File: config.mk
export PLATFORM = sky130hd
export DESIGN_NAME = pipelined_addsub
export DESIGN_NICKNAME = d
export VERILOG_FILES = /design/src/rtl/addsub_pkg.sv /design/src/rtl/addsub_chunk.sv /design/src/rtl/pipelined_addsub.sv
export SDC_FILE = /design/constraint.sdc
export NUM_CORES = 1
export LEC_CHECK = 0
export CAP_MARGIN = 20
export CORE_MARGIN = 1.5
export CORE_UTILIZATION = 65
export DETAILED_ROUTE_END_ITERATION = 16
export DONT_BUFFER_PORTS = 1
export PLACE_DENSITY = 0.78
export SLEW_MARGIN = 5
export SYNTH_ARGS = -nofsm -noshare
export SYNTH_HDL_FRONTEND = slang
export SYNTH_HIERARCHICAL = 1
export SYNTH_SLANG_ARGS = --single-unit
export TNS_END_PERCENT = 1
File: constraint.sdc
create_clock -name clk -period 13.9 [get_ports clk]
set_input_delay 1.39 -clock clk [delete_from_list [all_inputs] [get_ports clk]]
set_output_delay 1.39 -clock clk [all_outputs]
set_load 0.01 [all_outputs]
File: src/rtl/addsub_pkg.sv
// addsub_pkg: shared types and helpers for the pipelined adder/subtractor.
//   n_stg()     - number of pipeline stages for a WIDTH/CHUNK split
//   smax/smin() - signed limits for a given width (returned in MAX_W bits)
//   flags_t     - registered result flags {cout, cmsb, overflow}
package addsub_pkg;

  // Widest operand the limit helpers support.
  localparam int unsigned MAX_W = 128;

  typedef struct packed {
    logic cout;
    logic cmsb;
    logic overflow;
  } flags_t;

  function automatic int unsigned n_stg(input int unsigned width, input int unsigned chunk);
    return width / chunk;
  endfunction

  // Largest positive two's-complement value of the given width.
  function automatic logic [MAX_W-1:0] smax(input int unsigned width);
    return (MAX_W'(1) << (width - 1)) - MAX_W'(1);
  endfunction

  // Most negative two's-complement value of the given width.
  function automatic logic [MAX_W-1:0] smin(input int unsigned width);
    return MAX_W'(1) << (width - 1);
  endfunction

endpackage

File: src/rtl/addsub_chunk.sv
// addsub_chunk: combinational CHUNK-bit adder slice.
//   a, b  - slice operands (b already inverted for subtract)
//   cin   - carry into the slice
//   s     - slice sum
//   cout  - carry out of the slice MSB
//   cmsb  - carry into the slice MSB
module addsub_chunk #(
  parameter int unsigned CHUNK = 8
) (
  input  logic [CHUNK-1:0] a,
  input  logic [CHUNK-1:0] b,
  input  logic             cin,
  output logic [CHUNK-1:0] s,
  output logic             cout,
  output logic             cmsb
);

  logic [CHUNK:0] tot_c;

  assign tot_c = {1'b0, a} + {1'b0, b} + (CHUNK+1)'(cin);
  assign s     = tot_c[CHUNK-1:0];
  assign cout  = tot_c[CHUNK];
  // Sum bit = a ^ b ^ carry-in, so the carry into the MSB falls out by XOR.
  assign cmsb  = a[CHUNK-1] ^ b[CHUNK-1] ^ tot_c[CHUNK-1];

endmodule

File: src/rtl/pipelined_addsub.sv
// pipelined_addsub: valid/ready pipelined adder/subtractor, one CHUNK-bit
// slice per stage with the carry registered between stages.
// Ports:
//   clk, rst             - clock, synchronous active-high reset
//   in_valid, in_ready   - operand handshake
//   sub, cin, a, b       - mode (1: a-b), add carry-in, operands
//   sat                  - clamp on signed overflow (PIPELINED_ADDSUB_SAT_EN only)
//   out_valid, out_ready - result handshake
//   sum, cout, cmsb, overflow - registered result and flags
// Optional feature macro: PIPELINED_ADDSUB_SAT_EN (adds the sat port).
module pipelined_addsub
  import addsub_pkg::*;
#(
  parameter int unsigned WIDTH = 32,
  parameter int unsigned CHUNK = 8
) (
  input  logic             clk,
  input  logic             rst,
  input  logic             in_valid,
  output logic             in_ready,
  input  logic             sub,
  input  logic             cin,
  input  logic [WIDTH-1:0] a,
  input  logic [WIDTH-1:0] b,
`ifdef PIPELINED_ADDSUB_SAT_EN
  input  logic             sat,
`endif
  output logic             out_valid,
  input  logic             out_ready,
  output logic [WIDTH-1:0] sum,
  output logic             cout,
  output logic             cmsb,
  output logic             overflow
);

  localparam int unsigned N_STG = n_stg(WIDTH, CHUNK);

  if (CHUNK == 0 || (WIDTH % CHUNK) != 0 || WIDTH > MAX_W) begin : g_bad_cfg
    $error("pipelined_addsub: WIDTH must be a nonzero multiple of CHUNK");
  end

  // Stage registers (_q) and the stage inputs feeding them (_d).
  logic             vld_q [N_STG];
  logic             vld_d [N_STG];
  logic [WIDTH-1:0] opa_q [N_STG];
  logic [WIDTH-1:0] opa_d [N_STG];
  logic [WIDTH-1:0] opb_q [N_STG];
  logic [WIDTH-1:0] opb_d [N_STG];
  logic [WIDTH-1:0] sum_q [N_STG];
  logic [WIDTH-1:0] sum_d [N_STG];
  logic [WIDTH-1:0] sum_nx [N_STG];
  logic             cy_q  [N_STG];
  logic             cin_d [N_STG];
  logic [CHUNK-1:0] s_c   [N_STG];
  logic             co_c  [N_STG];
  logic             cm_c  [N_STG];
  logic [WIDTH-1:0] sum_last_c;
  flags_t           flags_c;
  flags_t           flags_q;
  logic             stall_c;
`ifdef PIPELINED_ADDSUB_SAT_EN
  localparam logic [WIDTH-1:0] SMAX = WIDTH'(smax(WIDTH));
  localparam logic [WIDTH-1:0] SMIN = WIDTH'(smin(WIDTH));
  logic             sat_q [N_STG];
  logic             sat_d [N_STG];
`endif

  // Global stall: the whole pipe, bubbles included, freezes behind an unread result.
  assign stall_c  = out_valid & ~out_ready;
  assign in_ready = ~stall_c;

  for (genvar k = 0; k < N_STG; k++) begin : g_stg
    if (k == 0) begin : g_head
      // Subtract as a + ~b + 1; cin is ignored in that mode.
      assign vld_d[k] = in_valid;
      assign opa_d[k] = a;
      assign opb_d[k] = sub ? ~b : b;
      assign cin_d[k] = sub | cin;
      assign sum_d[k] = '0;
`ifdef PIPELINED_ADDSUB_SAT_EN
      assign sat_d[k] = sat;
`endif
    end else begin : g_tail
      assign vld_d[k] = vld_q[k-1];
      assign opa_d[k] = opa_q[k-1];
      assign opb_d[k] = opb_q[k-1];
      assign cin_d[k] = cy_q[k-1];
      assign sum_d[k] = sum_q[k-1];
`ifdef PIPELINED_ADDSUB_SAT_EN
      assign sat_d[k] = sat_q[k-1];
`endif
    end

    addsub_chunk #(.CHUNK(CHUNK)) u_chunk (
      .a    (opa_d[k][k*CHUNK +: CHUNK]),
      .b    (opb_d[k][k*CHUNK +: CHUNK]),
      .cin  (cin_d[k]),
      .s    (s_c[k]),
      .cout (co_c[k]),
      .cmsb (cm_c[k])
    );

    // Lower slices arrive complete; upper bits are still zero, so OR merges slice k.
    assign sum_nx[k] = sum_d[k] | (WIDTH'(s_c[k]) << (k * CHUNK));
  end

  // Last stage: flags and (optionally) signed saturation of the result.
  assign flags_c = '{cout:     co_c[N_STG-1],
                     cmsb:     cm_c[N_STG-1],
                     overflow: co_c[N_STG-1] ^ cm_c[N_STG-1]};

`ifdef PIPELINED_ADDSUB_SAT_EN
  assign sum_last_c = (sat_d[N_STG-1] && flags_c.overflow)
                    ? (opa_d[N_STG-1][WIDTH-1] ? SMIN : SMAX)
                    : sum_nx[N_STG-1];
`else
  assign sum_last_c = sum_nx[N_STG-1];
`endif

  // Pipeline registers; all hold together on stall.
  always_ff @(posedge clk) begin
    if (rst) begin
      for (int k = 0; k < N_STG; k++) begin
        vld_q[k] <= 1'b0;
        opa_q[k] <= '0;
        opb_q[k] <= '0;
        sum_q[k] <= '0;
        cy_q[k]  <= 1'b0;
`ifdef PIPELINED_ADDSUB_SAT_EN
        sat_q[k] <= 1'b0;
`endif
      end
      flags_q <= '0;
    end else if (!stall_c) begin
      for (int k = 0; k < N_STG; k++) begin
        vld_q[k] <= vld_d[k];
        opa_q[k] <= opa_d[k];
        opb_q[k] <= opb_d[k];
        cy_q[k]  <= co_c[k];
`ifdef PIPELINED_ADDSUB_SAT_EN
        sat_q[k] <= sat_d[k];
`endif
      end
      for (int k = 0; k < N_STG - 1; k++) begin
        sum_q[k] <= sum_nx[k];
      end
      sum_q[N_STG-1] <= sum_last_c;
      flags_q        <= flags_c;
    end
  end

  assign out_valid = vld_q[N_STG-1];
  assign sum       = sum_q[N_STG-1];
  assign cout      = flags_q.cout;
  assign cmsb      = flags_q.cmsb;
  assign overflow  = flags_q.overflow;

endmodule

# Word-level counts from Yosys, hierarchy flattened
# Memory sizes are Yosys's and may differ from the RTL's.
# Index checks and enable logic that the tools add are counted.
# Widths: inputs -> output; s select.
# classes
add_sub_neg,8
mux,26
n_bitwise,31
# op_table
cell,count
$mux 32,13
$add 8x8->9,4
$add 9x1->9,4
$not 32->32,1
$or 32x16->32,1
$or 32x24->32,1
$or 32x32->32,1
$or 1x1->1,21
$mux 1,13
$xor 1x1->1,3
$not 1->1,2
$and 1x1->1,1
# word_totals
register_bits,3
mem_bits_rw,392
input_bits,70
output_inout_bits,37
elab_cells,73
memories,5
# memory_table
name,depth,width,read_ports,rd_clocked_by_memory_dff,write_ports,line,rtl
opa_q,4,32,3,0,4,pipelined_addsub.sv:45,logic [WIDTH-1:0] opa_q [N_STG];
opb_q,4,32,3,0,4,pipelined_addsub.sv:47,logic [WIDTH-1:0] opb_q [N_STG];
sum_q,4,32,4,0,4,pipelined_addsub.sv:49,logic [WIDTH-1:0] sum_q [N_STG];
cy_q,4,1,3,0,4,pipelined_addsub.sv:52,logic cy_q [N_STG];
vld_q,4,1,4,0,4,pipelined_addsub.sv:43,logic vld_q [N_STG];

# Longest topological paths before layout
# depth
word_depth,6
ltp_mapped,9
ltp_nobuf,7

# By module
# The synthesis kept the hierarchy.
# by_module_without_submodules
mod,instances,cells_per_inst,area_per_inst_um2,seq_area_each_um2
pipelined_addsub,1,440,7527.2,5555.3
addsub_chunk (g_stg[2].u_chunk ...),2,43,364.1,0.0
addsub_chunk (g_stg[0].u_chunk ...),2,43,345.3,0.0

# Least setup slack after synthesis
# Ideal clock, no wire load.
# synth_timing
path_type,input port to flip-flop
from,in out_ready
to,mem cy_q[0][0] (enable)
setup_time_ns,0.551
t_arrival_ns,5.378
required_time_ns,13.349
setup_slack_ns,7.970
stages,2
n_path_buf,0
cell_sequence,nor2b_4 -> or2b_1
# synth_lines
element,line,rtl
from (decl),pipelined_addsub.sv:29,"input logic out_ready,"
to (decl),pipelined_addsub.sv:52,

==> flow_summary_export.csv <==
group,metric,value,unit
cts,clk_pin_slew,0.06,ns
routing,postRouteAntennaNets,0,
routing,routedWlPerCell,16.3,microns
sta,fin_skew,0.00678,ns
final_layout,final_cell_mix,"183 x edfxtp_1, 100 x and2_4, 59 x and2_1",
final_layout,antenna_cells,0,
cts,cts_inserted_buffers,17,
sta,finalSetupViolations,0,
die,die_h,120,microns
place,dp_hpwl,8.17,mm
sta,fmax,0.307,GHz
synth,ys.warnings.count,6,
place,dpl.cell_count,762,
global_route,grt_max_degree,97,
sta,max-slew-margin-rel,38.2,%
die,initial_core_util,67.0,%
die,die_w,120,microns
cts,holdBufCountCts,0,
global_route,grt_overflow,0,
sta,finalHoldViolCount,0,
pwr,vdd_drop_max,83.3,uV
routing,drc,0,
place,place_ws,9.88,ns
cts,cts.sinks,186,
cts,cts-resized-gates,0,
final_layout,fill_cells,851,
sta,tightest_slew,0.926,ns
routing,vias,4386,
sta,layout_worst_path_cycle_share,23.4,%
place,place_area,8900,sq um
worst_setup_path,worstPathArrival,3.30,ns
final_layout,finalNonFillerCells,796,
sta,fin_hold_ws,0.508,ns
global_route,grt_first_pass_wirelength,20.7,mm
routing,dr.pass1.iters,5,
place,place.gp.congestion,0.790,
final_layout,final_cell_area,9570,sq um
place,portBuffers,0,
cts,cts_setup_buffers,0,
worst_hold_path,hold_class,"reg2reg",
sta,rsz0062_at_grt,"no",
final_layout,layout-drive-gt1-share,25.2,%
global_route,track_usage,19.0,%
routing,drt_first_iter_violations,298,
synth,synth_area,8900,sq um
worst_setup_path,cp.required,13.94,ns
flow_run,maxCapViolCount,0,
cts,clock_path_buffers,2,
worst_setup_path,cp-end-kind,"flip-flop",
sta,finalMaxSlewViolations,0,
global_route,grt_pass1_vias,4244,
sta,finalWorstSetupSlack,10.65,ns
routing,wl,13.0,mm
die,core_area,13300,sq um
cts,cts_tree,"done",
cts,h-tree-depth,4,
synth,synth_nets,712,
pwr,power.density,137,nW/um^2
pwr,leakage,3.99,nW
final_layout,layout_commonest_cell,"edfxtp_1",
routing,vias_per_cell,5.51,
cts,root_buffer,"clkbuf_16",
worst_setup_path,critPathMaxFanout,78,
synth,syn_inst,606,
die,dieArea,14400,sq um
final_layout,synthToLayoutAreaGrowth,7.46,%
synth,syn_avg_cell_area,14.7,sq um
cts,clk_latency,0.42,ns
die,rows,42,
worst_setup_path,worst_setup_path_start_kind,"input pin",
die,io_pins,107,
global_route,antenna_found_initial,0,
run_status,status,"finished, final reports clean",
sta,fin_tns_setup,0,ns
worst_setup_path,critical_path_class,"in2reg",
sta,fin_crit,3.25,ns
final_layout,nets,713,
final timing paths:
check,from,end,slack (ns),depth (start not counted)
min reg2reg,cout,cout,0.51,2
max,out_ready,opa_q[0][54],10.65,5
max reg2reg,vld_q[3],opa_q[0][54],11.00,5
min,cout,cout,0.51,2
worst max-delay path, cell delays in order:
cell and delay, ns:
nor2b_4 0.03, or2b_4 0.35, buf_4 0.29, buf_16 0.33, buf_4 0.81
state kept, by name, summed over array words and instances (netlist names):
signal    cells
sum_q        80
opa_q        48
opb_q        48
vld_q         4
cy_q          3
cmsb          1
cout          1
overflow      1
per-stage QoR:
step           util [%]  power, W
6_report           72.0   0.00131
5_1_grt            72.0   0.00136
4_1_cts            71.7   0.00132
3_5_place_dp       66.9  0.000812
3_3_place_gp       66.9  0.000803
2_1_floorplan         -  0.000796
where the power goes:
group | leakage, nW | internal (W) | switching [W]
clock | 0.305 | 0.000317 | 0.000197
combinational | 1.49 | 0.0000642 | 0.0000581
sequential | 2.20 | 0.000663 | 0.0000161
area by class of cell:
type / instances / area [sq um] / area share (%)
Clock buffer: 18 / 429 / 4.48
Clock inverter: 14 / 201 / 2.11
Inverter: 17 / 63.8 / 0.667
Multi-Input combinational cell: 379 / 3030 / 31.6
Sequential cell: 186 / 5560 / 58.1
Tap cell: 176 / 220 / 2.30
Timing Repair Buffer: 6 / 72.6 / 0.758
metal layers:
metal	vias to the layer above	track usage [%]	wire, microns
met2	115	31.9	6740
met1	2112	23.6	5460
met4	0	7.07	235
li1	2138	-	-
met5	-	0	0
met3	21	5.28	547
Power figures use the tool's default switching activity.
